**src/rtl/dec_scan_ctrl.sv**
```systemverilog
// Scan controller that steps a 3-bit address for a downstream 3-to-8 decoder,
// holding each address for DWELL enabled cycles. Define SCAN_DOWN_EN to honour dir.
module dec_scan_ctrl #(
  parameter int DWELL = 1
) (
  input  logic       clk,
  input  logic       rst,
  input  logic       start,
  input  logic       stop,
  input  logic       hold,
  input  logic       dir,
  input  logic       single,
  output logic [2:0] w,
  output logic       en,
  output logic       busy,
  output logic       done
);

  typedef enum logic [1:0] {S_IDLE, S_RUN, S_DONE} state_t;

  localparam logic [3:0] DWELL_M1 = 4'(DWELL - 1);

  state_t     state_q, state_d;
  logic [2:0] w_q, w_d;
  logic [3:0] cnt_q, cnt_d;
  logic       en_q, en_d;
  logic       busy_q, busy_d;
  logic       done_q, done_d;
  logic       single_q, single_d;
  logic [2:0] start_w, first_w, last_w, next_w;

`ifdef SCAN_DOWN_EN
  logic down_q, down_d;

  assign down_d  = (state_q == S_IDLE && start) ? dir : down_q;
  assign start_w = dir ? 3'd7 : 3'd0;
  assign first_w = down_q ? 3'd7 : 3'd0;
  assign last_w  = down_q ? 3'd0 : 3'd7;
  assign next_w  = down_q ? (w_q - 3'd1) : (w_q + 3'd1);

  always_ff @(posedge clk) begin
    if (rst) down_q <= 1'b0;
    else     down_q <= down_d;
  end
`else
  logic unused_dir;

  assign unused_dir = dir;
  assign start_w    = 3'd0;
  assign first_w    = 3'd0;
  assign last_w     = 3'd7;
  assign next_w     = w_q + 3'd1;
`endif

  // cnt_q indexes the enabled cycle currently shown for w_q; an edge without
  // hold consumes it, so a hold never costs or grants an extra dwell cycle.
  always_comb begin
    state_d  = state_q;
    w_d      = w_q;
    cnt_d    = cnt_q;
    single_d = single_q;
    en_d     = 1'b0;
    busy_d   = 1'b0;
    done_d   = 1'b0;
    case (state_q)
      S_IDLE: begin
        if (start) begin
          state_d  = S_RUN;
          w_d      = start_w;
          cnt_d    = 4'd0;
          single_d = single;
          en_d     = 1'b1;
          busy_d   = 1'b1;
        end
      end
      S_RUN: begin
        if (stop) begin
          state_d = S_IDLE;
        end else if (hold) begin
          busy_d = 1'b1;
        end else begin
          busy_d = 1'b1;
          en_d   = 1'b1;
          if (cnt_q != DWELL_M1) begin
            cnt_d = cnt_q + 4'd1;
          end else begin
            cnt_d = 4'd0;
            if (w_q == last_w) begin
              if (single_q) begin
                state_d = S_DONE;
                busy_d  = 1'b0;
                en_d    = 1'b0;
                done_d  = 1'b1;
              end else begin
                w_d = first_w;
              end
            end else begin
              w_d = next_w;
            end
          end
        end
      end
      S_DONE:  state_d = S_IDLE;
      default: state_d = S_IDLE;
    endcase
  end

  always_ff @(posedge clk) begin
    if (rst) begin
      state_q  <= S_IDLE;
      w_q      <= 3'd0;
      cnt_q    <= 4'd0;
      en_q     <= 1'b0;
      busy_q   <= 1'b0;
      done_q   <= 1'b0;
      single_q <= 1'b0;
    end else begin
      state_q  <= state_d;
      w_q      <= w_d;
      cnt_q    <= cnt_d;
      en_q     <= en_d;
      busy_q   <= busy_d;
      done_q   <= done_d;
      single_q <= single_d;
    end
  end

  assign w    = w_q;
  assign en   = en_q;
  assign busy = busy_q;
  assign done = done_q;

endmodule

```
**config.mk**
```make
export PLATFORM = sky130hd
export DESIGN_NAME = dec_scan_ctrl
export DESIGN_NICKNAME = d
export VERILOG_FILES = /design/src/rtl/dec_scan_ctrl.sv
export SDC_FILE = /design/constraint.sdc
export NUM_CORES = 1
export LEC_CHECK = 0
export CAP_MARGIN = 20
export CORE_MARGIN = 3
export CORE_UTILIZATION = 48
export DETAILED_ROUTE_END_ITERATION = 8
export PLACE_DENSITY_LB_ADDON = 0.3
export SLEW_MARGIN = 30
export SYNTH_ARGS = -nofsm -noshare
export SYNTH_HDL_FRONTEND = slang
export SYNTH_SLANG_ARGS = --single-unit
```
**constraint.sdc**
```tcl
create_clock -name clk -period 1.77 [get_ports clk]
set_input_delay 0.177 -clock clk [delete_from_list [all_inputs] [get_ports clk]]
set_output_delay 0.177 -clock clk [all_outputs]
set_load 0.05 [all_outputs]
```
==> impl_metrics.env <==
export IMPL_fin_nets=100
export IMPL_netlist_area_leader_share=0.391
export IMPL_power_density_nw_per_um2=697
export IMPL_synthArstFlopShare=0
export IMPL_antenna_found_initial=0
export IMPL_cts_tree="built"
export IMPL_cpLargestDelayFamily="buffers and inverters"
export IMPL_ys_seq_area_frac=0.391
export IMPL_h_tree_depth=1
export IMPL_synth_top_cells_by_area="dfxtp_1 39%, ha_1 7.5%, nand2b_1 4.7%"
export IMPL_synth_fp_nets=82
export IMPL_relSlewSlack=0.664
export IMPL_hpwlAfterDp_um=1030
export IMPL_ys_ff_latch=13
export IMPL_cts_hold_buf=0
export IMPL_tns_ns=0
export IMPL_cts_buffer_depth=2
export IMPL_cts_resized=0
export IMPL_syn_area_um2=666
export IMPL_antennaDiodeCount=0
export IMPL_hp_class="in2reg"
export IMPL_gr_total_overflow=0
export IMPL_drtPass1Iterations=4
export IMPL_synth_most_common_cell="dfxtp_1"
export IMPL_syn_area_per_cell_um2=9.38
export IMPL_crit_chain="clkdlybuf4s50_1"
export IMPL_viasPerCell=5.57
export IMPL_synth_edf_count=0
export IMPL_worstSetupEndpointType="output pin"
export IMPL_r2r_start="cnt_q[0]"
export IMPL_rsz0062_at_grt="false"
export IMPL_fmax_ghz=0.607
export IMPL_cts_setup_buffers=0
export IMPL_post_route_min_period_ns=1.65
export IMPL_die_width_um=43.2
export IMPL_drc=0
export IMPL_required_ns=1.59
export IMPL_crit_type="reg2out"
export IMPL_drive_above_1_share=0.182
export IMPL_cp_data_arrival_time_ns=1.47
export IMPL_finalSetupViolCount=0
export IMPL_initial_utilization=0.554
export IMPL_cts_num_sinks=13
export IMPL_vias=568
export IMPL_wl_per_cell_um=13.3
export IMPL_syn_inst=71
export IMPL_gr_usage_all_layers=0.162
export IMPL_hold_viol_final=0
export IMPL_startpoint="w[2]"
export IMPL_port_buffers=11
export IMPL_synthTopCellsByCount="13 x dfxtp_1, 6 x a21oi_1, 6 x nand2_1"
export IMPL_syn_to_final_growth_pct=26.3
export IMPL_wl_um=1350
export IMPL_slowest_delay_ns=0.82
export IMPL_gp_congestion=0.801
export IMPL_status="completed"
export IMPL_slew_viol_final=0
export IMPL_cts_buffers=3
export IMPL_ios=13
export IMPL_crit_buf_inv=1
export IMPL_fin_crit_sh=0.931
export IMPL_die_h_um=43.2
export IMPL_power_leakage_nw=0.327
export IMPL_grt_max_degree=9
export IMPL_synth_ff_type="dfxtp_1"
export IMPL_path_max_fanout=3
export IMPL_crit_slowest_cell="clkdlybuf4s50_1"
export IMPL_clk_latency_ns=0.28
export IMPL_synth_cell_type_count=28
export IMPL_peakVddDrop_mv=0.370
export IMPL_cts_root_buf="clkbuf_4"
export IMPL_drv_cap=0
export IMPL_tightest_slew_ns=0.503
export IMPL_power_uw=586
export IMPL_dieArea_um2=1870
export IMPL_min_from="single"
export IMPL_first_iter_violations=22
export IMPL_coreArea_um2=1200
export IMPL_fin_skew_ns=0.000847
export IMPL_clkTransAtPathRegs_ns=0.08
export IMPL_ys_warn_count=0
export IMPL_grt_pass1_vias=514
export IMPL_startpoint_type="register"
export IMPL_yosysTopAreaCell="dfxtp_1"
export IMPL_rows=12
export IMPL_ant_nets=0
export IMPL_grt_first_pass_wirelength_um=2260
export IMPL_fin_hold_ws_ns=0.447
## path summary, 6_finish.rpt
kind	to	slack [ns]	cells past startpoint
worst max-delay path	w[2]	0.12	1
worst min-delay path	single_q	0.45	3
worst max register to register	w[0]	0.13	6
worst min register to register	cnt_q[2]	0.49	1
## kinds of logic after synthesis
kind of cell	count (synthesis)	synth area share
AOI/OAI and AO/OA	17	0.173
adders and majority gates	4	0.0752
buffers and inverters	5	0.0282
DFF	13	0.391
muxes	3	0.0526
and+or+nand+nor	29	0.280
## registers in the layout, indices dropped and copies added, names as in the netlist
name / flops
w: 3
done: 1
en: 1
busy: 1
state_q: 2
single_q: 1
cnt_q: 4
## layout by cell type, fill, tap and decap left out, drive strengths merged
cell type	count
o2111ai	1
clkbuf	4
nor3b	2
a21boi	2
buf	3
o21ai	3
o32ai	1
mux2i	2
mux2	1
nand3b	2
clkdlybuf4s50	11
inv	4
ha	4
a21o	1
nor2	6
o211ai	1
nand2b	5
nand2	6
nand3	2
o22ai	1
dfxtp	13
a21oi	7
nor4b	2
nor4	1
nor2b	3
## tightest hold or removal path, stage by stage
cell and delay, ns:
clkdlybuf4s50_1 0.40, nand2_1 0.06, a21oi_1 0.05
## power breakdown
group	internal [mW]	leakage, nW	switching, mW
combinational	0.0452	0.205	0.0498
clock	0.0875	0.0150	0.0972
sequential	0.300	0.107	0.00626
## final cells by class
type,count,area (µm²)
multi-input combinational,53,387
fill,108,360
sequential,13,263
timing repair buffer,14,133
clock buffer,4,26.3
tap,14,17.5
inverter,4,15.0
## metal layers
| layer | vias to the layer above | part of all wire | track usage |
|---|---|---|---|
| li1 | 285 | - | - |
| met1 | 258 | 0.47 | 0.196 |
| met3 | 4 | 0.058 | 0.0424 |
| met4 | 0 | 0.023 | 0.0904 |
| met5 | - | 0 | 0 |
| met2 | 21 | 0.45 | 0.254 |
## metrics by stage
step                      setup slack, ns  instance area [µm²]  std cells  utilization
after global placement              0.180                  815         98        0.678
final                               0.122                  841        102        0.700
after CTS                           0.110                  841        102        0.700
after global routing               0.0103                  841        102        0.700
after floorplan                    0.0534                  668         71            -
after detailed placement            0.144                  815         98        0.678
(Power assumes the default switching activity.)
